## src/rtl/stream_demux_1_4.sv

```systemverilog
// stream_demux_1_4
//   Packet-aware 1-to-4 stream demultiplexer. The destination is taken from
//   in_sel on a packet's first beat and locked until its last beat. Each
//   output owns a one-entry register slot, so outputs are registered and
//   drain independently; a full slot that is being drained can be reloaded
//   in the same cycle, giving one beat per cycle.
//
// Ports
//   clk, rst         clock (rising edge), asynchronous active-high reset
//   in_valid/ready   input handshake; in_data/in_last/in_sel beat fields
//   out_valid[i]     slot i holds a beat; out_ready[i] downstream i accepts
//   out_d0..out_d3   slot data; out_last[i] slot i beat ends a packet
//   busy             inside a multi-beat packet
//   cur_sel          locked destination, meaningful only while busy=1
module stream_demux_1_4 #(
  parameter int W = 4
) (
  input  logic         clk,
  input  logic         rst,
  input  logic         in_valid,
  output logic         in_ready,
  input  logic [W-1:0] in_data,
  input  logic         in_last,
  input  logic [1:0]   in_sel,
  output logic [3:0]   out_valid,
  input  logic [3:0]   out_ready,
  output logic [W-1:0] out_d0,
  output logic [W-1:0] out_d1,
  output logic [W-1:0] out_d2,
  output logic [W-1:0] out_d3,
  output logic [3:0]   out_last,
  output logic         busy,
  output logic [1:0]   cur_sel
);

  typedef enum logic {
    IDLE,
    PKT
  } state_t;

  state_t       state, state_nxt;
  logic [1:0]   cur_sel_q, cur_sel_nxt;
  logic [1:0]   route;
  logic         accept;
  logic [3:0]   load;
  logic [W-1:0] slot_d [4];
  logic [3:0]   slot_v;
  logic [3:0]   slot_l;

  // Routing, handshake and next-state logic. in_ready looks only at the
  // routed slot, so a stalled destination blocks the input in order.
  always_comb begin
    route       = (state == IDLE) ? in_sel : cur_sel_q;
    in_ready    = !slot_v[route] || out_ready[route];
    accept      = in_valid && in_ready;
    load        = '0;
    load[route] = accept;
    state_nxt   = state;
    cur_sel_nxt = cur_sel_q;
    if (state == IDLE) begin
      if (accept && !in_last) begin
        state_nxt   = PKT;
        cur_sel_nxt = in_sel;
      end
    end else begin
      if (accept && in_last) begin
        state_nxt = IDLE;
      end
    end
  end

  always_ff @(posedge clk or posedge rst) begin
    if (rst) begin
      state     <= IDLE;
      cur_sel_q <= '0;
    end else begin
      state     <= state_nxt;
      cur_sel_q <= cur_sel_nxt;
    end
  end

  // Load takes priority over drain, so a slot reloaded while draining stays
  // valid. Data is held on a plain drain.
  always_ff @(posedge clk or posedge rst) begin
    if (rst) begin
      slot_v <= '0;
      slot_l <= '0;
      for (int unsigned i = 0; i < 4; i++) begin
        slot_d[i] <= '0;
      end
    end else begin
      for (int unsigned i = 0; i < 4; i++) begin
        if (load[i]) begin
          slot_d[i] <= in_data;
          slot_l[i] <= in_last;
          slot_v[i] <= 1'b1;
        end else if (slot_v[i] && out_ready[i]) begin
          slot_v[i] <= 1'b0;
        end
      end
    end
  end

  assign out_valid = slot_v;
  assign out_last  = slot_l;
  assign out_d0    = slot_d[0];
  assign out_d1    = slot_d[1];
  assign out_d2    = slot_d[2];
  assign out_d3    = slot_d[3];
  assign busy      = (state == PKT);
  assign cur_sel   = cur_sel_q;

endmodule

```

## config.mk

```make
export PLATFORM = sky130hd
export DESIGN_NAME = stream_demux_1_4
export DESIGN_NICKNAME = d
export VERILOG_FILES = /design/src/rtl/stream_demux_1_4.sv
export SDC_FILE = /design/constraint.sdc
export NUM_CORES = 1
export LEC_CHECK = 0
export BUFFER_PORTS_ARGS = -buffer_cell sky130_fd_sc_hd__buf_4
export CAP_MARGIN = 20
export CORE_ASPECT_RATIO = 0.75
export CORE_UTILIZATION = 46
export CTS_CLUSTER_SIZE = 24
export DETAILED_ROUTE_END_ITERATION = 7
export GPL_TIMING_DRIVEN = 0
export PLACE_DENSITY = 0.75
export SLEW_MARGIN = 5
export SYNTH_ARGS = -nofsm -noshare
export SYNTH_HDL_FRONTEND = slang
export SYNTH_SLANG_ARGS = --single-unit
```

## constraint.sdc

```tcl
create_clock -name clk -period 2.2 [get_ports clk]
set_input_delay 0.11 -clock clk [delete_from_list [all_inputs] [get_ports clk]]
set_output_delay 0.11 -clock clk [all_outputs]
set_load 0.01 [all_outputs]
```

# == Word-level counts from Yosys, hierarchy flattened ==
# Index checks and enable logic that the tools add are counted.
# Widths: inputs -> output; s select.
# classes
n_lt_le_gt_ge,2
n_mux,18
bitwise_logic,2
n_reduce_logical,16
# op_table
cell,count
$mux 1,14
$logic_and 1x1->1,8
$reduce_bool 2->1,4
$and 4x4->4,1
$bmux 1 s2,2
$lt 2x3->1 const B,1
$demux 1 s2,1
$ge 2x1->1 const B,1
$logic_not 1->1,2
$mux 2,1
$reduce_and 2->1,1
$logic_or 1x1->1,1
$not 1->1,1
# totals
regBits,27
in_bits,14
out_inout_bits,28

# == Longest topological paths before layout ==
# depth
depth_word,9
depth_mapped,5
ltp_nobuf,4

# == Least setup slack after synthesis ==
# OpenSTA, ideal clock, no wires.
# synth_timing
path_type,reg-to-reg
start,register (tool-made name)
end,"register cur_sel_q[1], in the netlist cur_sel[1]"
setup_ns,0.128
t_arrival_ns,1.578
slack_ns,0.495
path_stages_with_launch,6
n_path_buf,1
period_less_slack_ns,1.705
path_cell_list,dfrtp_1 buf_6 mux2_4 mux2i_4 o22ai_1 mux2_1
# synth_lines
element,line,source
end signal: assignment,78,cur_sel_q <= cur_sel_nxt;
end: declaration,42,"logic [1:0] cur_sel_q, cur_sel_nxt;"

==> run metrics <==
outcome completed; Worst-Margin Slew 0.5321 ns; DR vias 808; Synth Warn # 0; post-route ant nets 0; synthesized net count 94; total negative slack 0 ns; Req. time, crit path 2.09 ns; DR iter-0 viols 8; Final Worst Setup Slack 0.3617 ns; sequential power share 39.5%; cell row count 15; pre-CTS WS 0.4622 ns; clock root buffer clkbuf_4; reg2reg end cur_sel[1]$_DFFE_PP0P_; CTS tree built; I/O pin cnt 42; Die Area 2723 µm²; Arrival @ worst endpoint 1.73 ns; Hold WC Path Type input pin to flop; Post-synth top cells 27 x dfrtp_1, 21 x mux2_2, 7 x nand2_1; Clk Latency, worst-skew pair 0.32 ns; clk buf depth 2; placed cell count 155; sequential-to-total area share from yosys stat 58.38%; Setup Skew 0.001481 ns; Max-Cap Viols 0; static leakage 0.7585 nW; Routed WL per cell 14.37 µm; GRT overflow 0; Final Setup Violations 0; # diodes 0; Clock power frac 9.2%; critical path startpoint category flop; share of layout cells above drive strength 1 55.91%; reg2reg path depth 5; Fmax 0.5440 GHz; Num CTS Buffers 3; #FFs+latches synth 27; Vias/cell 5.019; Synth Instances 80; largest net degree at the start of global routing 28; CP endpoint in_ready; die height 45.44 µm; DP HPWL 1805 µm; vias in the first global route 770; internal power 0.001470 W; first-pass GRT wire length 3505 µm; Filler cells 180; clk sinks 27; Fin. Hold Viols 0; Cell Area, Synth 1157 µm²; critical path class flop to output port; fin. max-slew vios 0; Comb pwr share 51.3%; Worst-path clk slew 0.13 ns; Post-synth ARST share 100.0%; Power Density 1435 nW/µm²; RSZ-0062 raised after global routing no; Final #Nets 142; Final Cycle Share 83.56%; R2R Setup Slk 0.45 ns; worst vdd ir 0.6952 mV; Distinct cells, synth 15; Port-buffer cells 41; fin crit period 1.838 ns; RePlAce Congestion 0.7655; Starting Density 49.33%; Sw Share 34.33%; slew margin rel. 64.49%; Die Wd 59.92 µm; core area 2346 µm²; Net Sw Power 0.0007685 W; Layout area overhead 34.81%; CTS HTree Levels 1; Crit. End Element output port; # DRC 0; crit-path max FO 6; GRT Util Overall 18.39%; DR pass1 iterations 4; count leader, synth dfrtp_1; top cells by area, synth dfrtp_1 58%, mux2_2 20%, mux2i_4 3.9%; top_reg_cell synth dfrtp_1; post-synth top area share 58.38%; largest area contributor in the netlist dfrtp_1; fin cells 161; antenna violations before repair 0; setup bufs post-CTS 0; EDFF count, synth 0; syn avg cell area 14.47 µm²; total wire length 2313 µm
==> registers in the layout, summed over array words and instances, names as in the netlist, named ones only <==
signal,flops
out_d0,4
out_d1,4
out_d2,4
out_d3,4
out_last,4
out_valid,4
cur_sel,2
==> metrics by stage <==
step	cell area [µm²]	hold WS [ns]	power (W)	util (%)
finish	1560	0.008818	0.002239	66.51
global route	1560	0.0002011	0.002378	66.51
CTS	1535	0.00009523	0.002260	65.44
detailed placement	1508	0.3563	0.002058	64.27
global placement	1508	0.3456	0.002005	64.27
floorplan	1157	0.1627	0.001519	-
==> timing repair <==
item | 4_1_cts | 5_1_grt
gates resized for setup | 0 | 0
endpoints found under the setup margin | 0 | 0
hold buffers | 0 | 1
hold endpoints to repair | 0 | 13
==> per-layer routing <==
layer	vias up	track usage, %	wire length (µm)
li1	384	-	-
met1	401	22.30	917
met2	23	31.78	1268
met3	0	6.250	127
met4	0	4.651	0
met5	-	0	0
==> cell usage in the layout (no fill, tap or decap) <==
| cell type | n |
|---|---|
| dfrtp_1 | 27 |
| nand2_1 | 7 |
| clkbuf_4 | 3 |
| buf_8 | 1 |
| buf_6 | 1 |
| clkinv_2 | 1 |
| nand4_1 | 4 |
| mux2_2 | 21 |
| inv_1 | 2 |
| mux2_1 | 1 |
| dlygate4sd3_1 | 1 |
| nor3b_1 | 1 |
| mux2i_4 | 2 |
| mux2_4 | 1 |
| o22ai_1 | 2 |
| nor2_1 | 1 |
| nand2b_1 | 5 |
| o22a_1 | 1 |
| buf_4 | 41 |
| mux2i_1 | 4 |
==> worst max-delay path, cell delays in order (launching register included) <==
cell,delay (ns)
dfrtp_1,0.41
buf_6,0.14
mux2_4,0.35
mux2i_4,0.21
mux2i_1,0.16
buf_4,0.14
==> power by group through the flow <==
stage / Combinational, W / Clock [W] / Sequential, W
finish: 0.00115 / 0.000206 / 0.000885
floorplan: 0.000516 / 0 / 0.00100
CTS: 0.00116 / 0.000213 / 0.000888
global route: 0.00123 / 0.000231 / 0.000915
detailed placement: 0.00116 / 0 / 0.000900
global placement: 0.00112 / 0 / 0.000883
==> cells by family (layout without fill, tap and decap cells) <==
| group | count (synthesis) | count (layout) | share of synthesized area [%] |
|---|---|---|---|
| mux | 29 | 29 | 30.05 |
| flops | 27 | 27 | 58.38 |
| simple gates | 18 | 18 | 8.108 |
| compound gates | 3 | 3 | 1.838 |
| buf+inv | 3 | 50 | 1.622 |
==> how the worst min path moves through the flow <==
| stage | from | to | slack (ns) | cells past startpoint |
|---|---|---|---|---|
| 4_1_cts | in_last | flop | 0.0001 | 2 |
| 5_1_grt | in_sel[1] | cur_sel[1]$_DFFE_PP0P_ | 0.0002 | 2 |
| 3_5_place_dp | in_sel[1] | cur_sel[1]$_DFFE_PP0P_ | 0.36 | 2 |
| 6_report | in_last | flop | 0.009 | 2 |
| 2_1_floorplan | rst | asynchronous set/reset pin | 0.16 | 1 |
| 3_3_place_gp | in_sel[1] | cur_sel[1]$_DFFE_PP0P_ | 0.35 | 2 |
==> final cells by class <==
cell class	count	area (µm²)	share of cell area [%]
Clock buffer	3	22.52	1.443
Sequential cell	27	675.6	43.30
Buffer	1	11.26	0.7217
Multi-Input combinational cell	50	462.9	29.67
Timing Repair Buffer	43	332.8	21.33
Clock inverter	1	5.005	0.3208
Inverter	2	7.507	0.4812
Tap cell	34	42.54	2.727
Power figures use the tool's default switching activity.
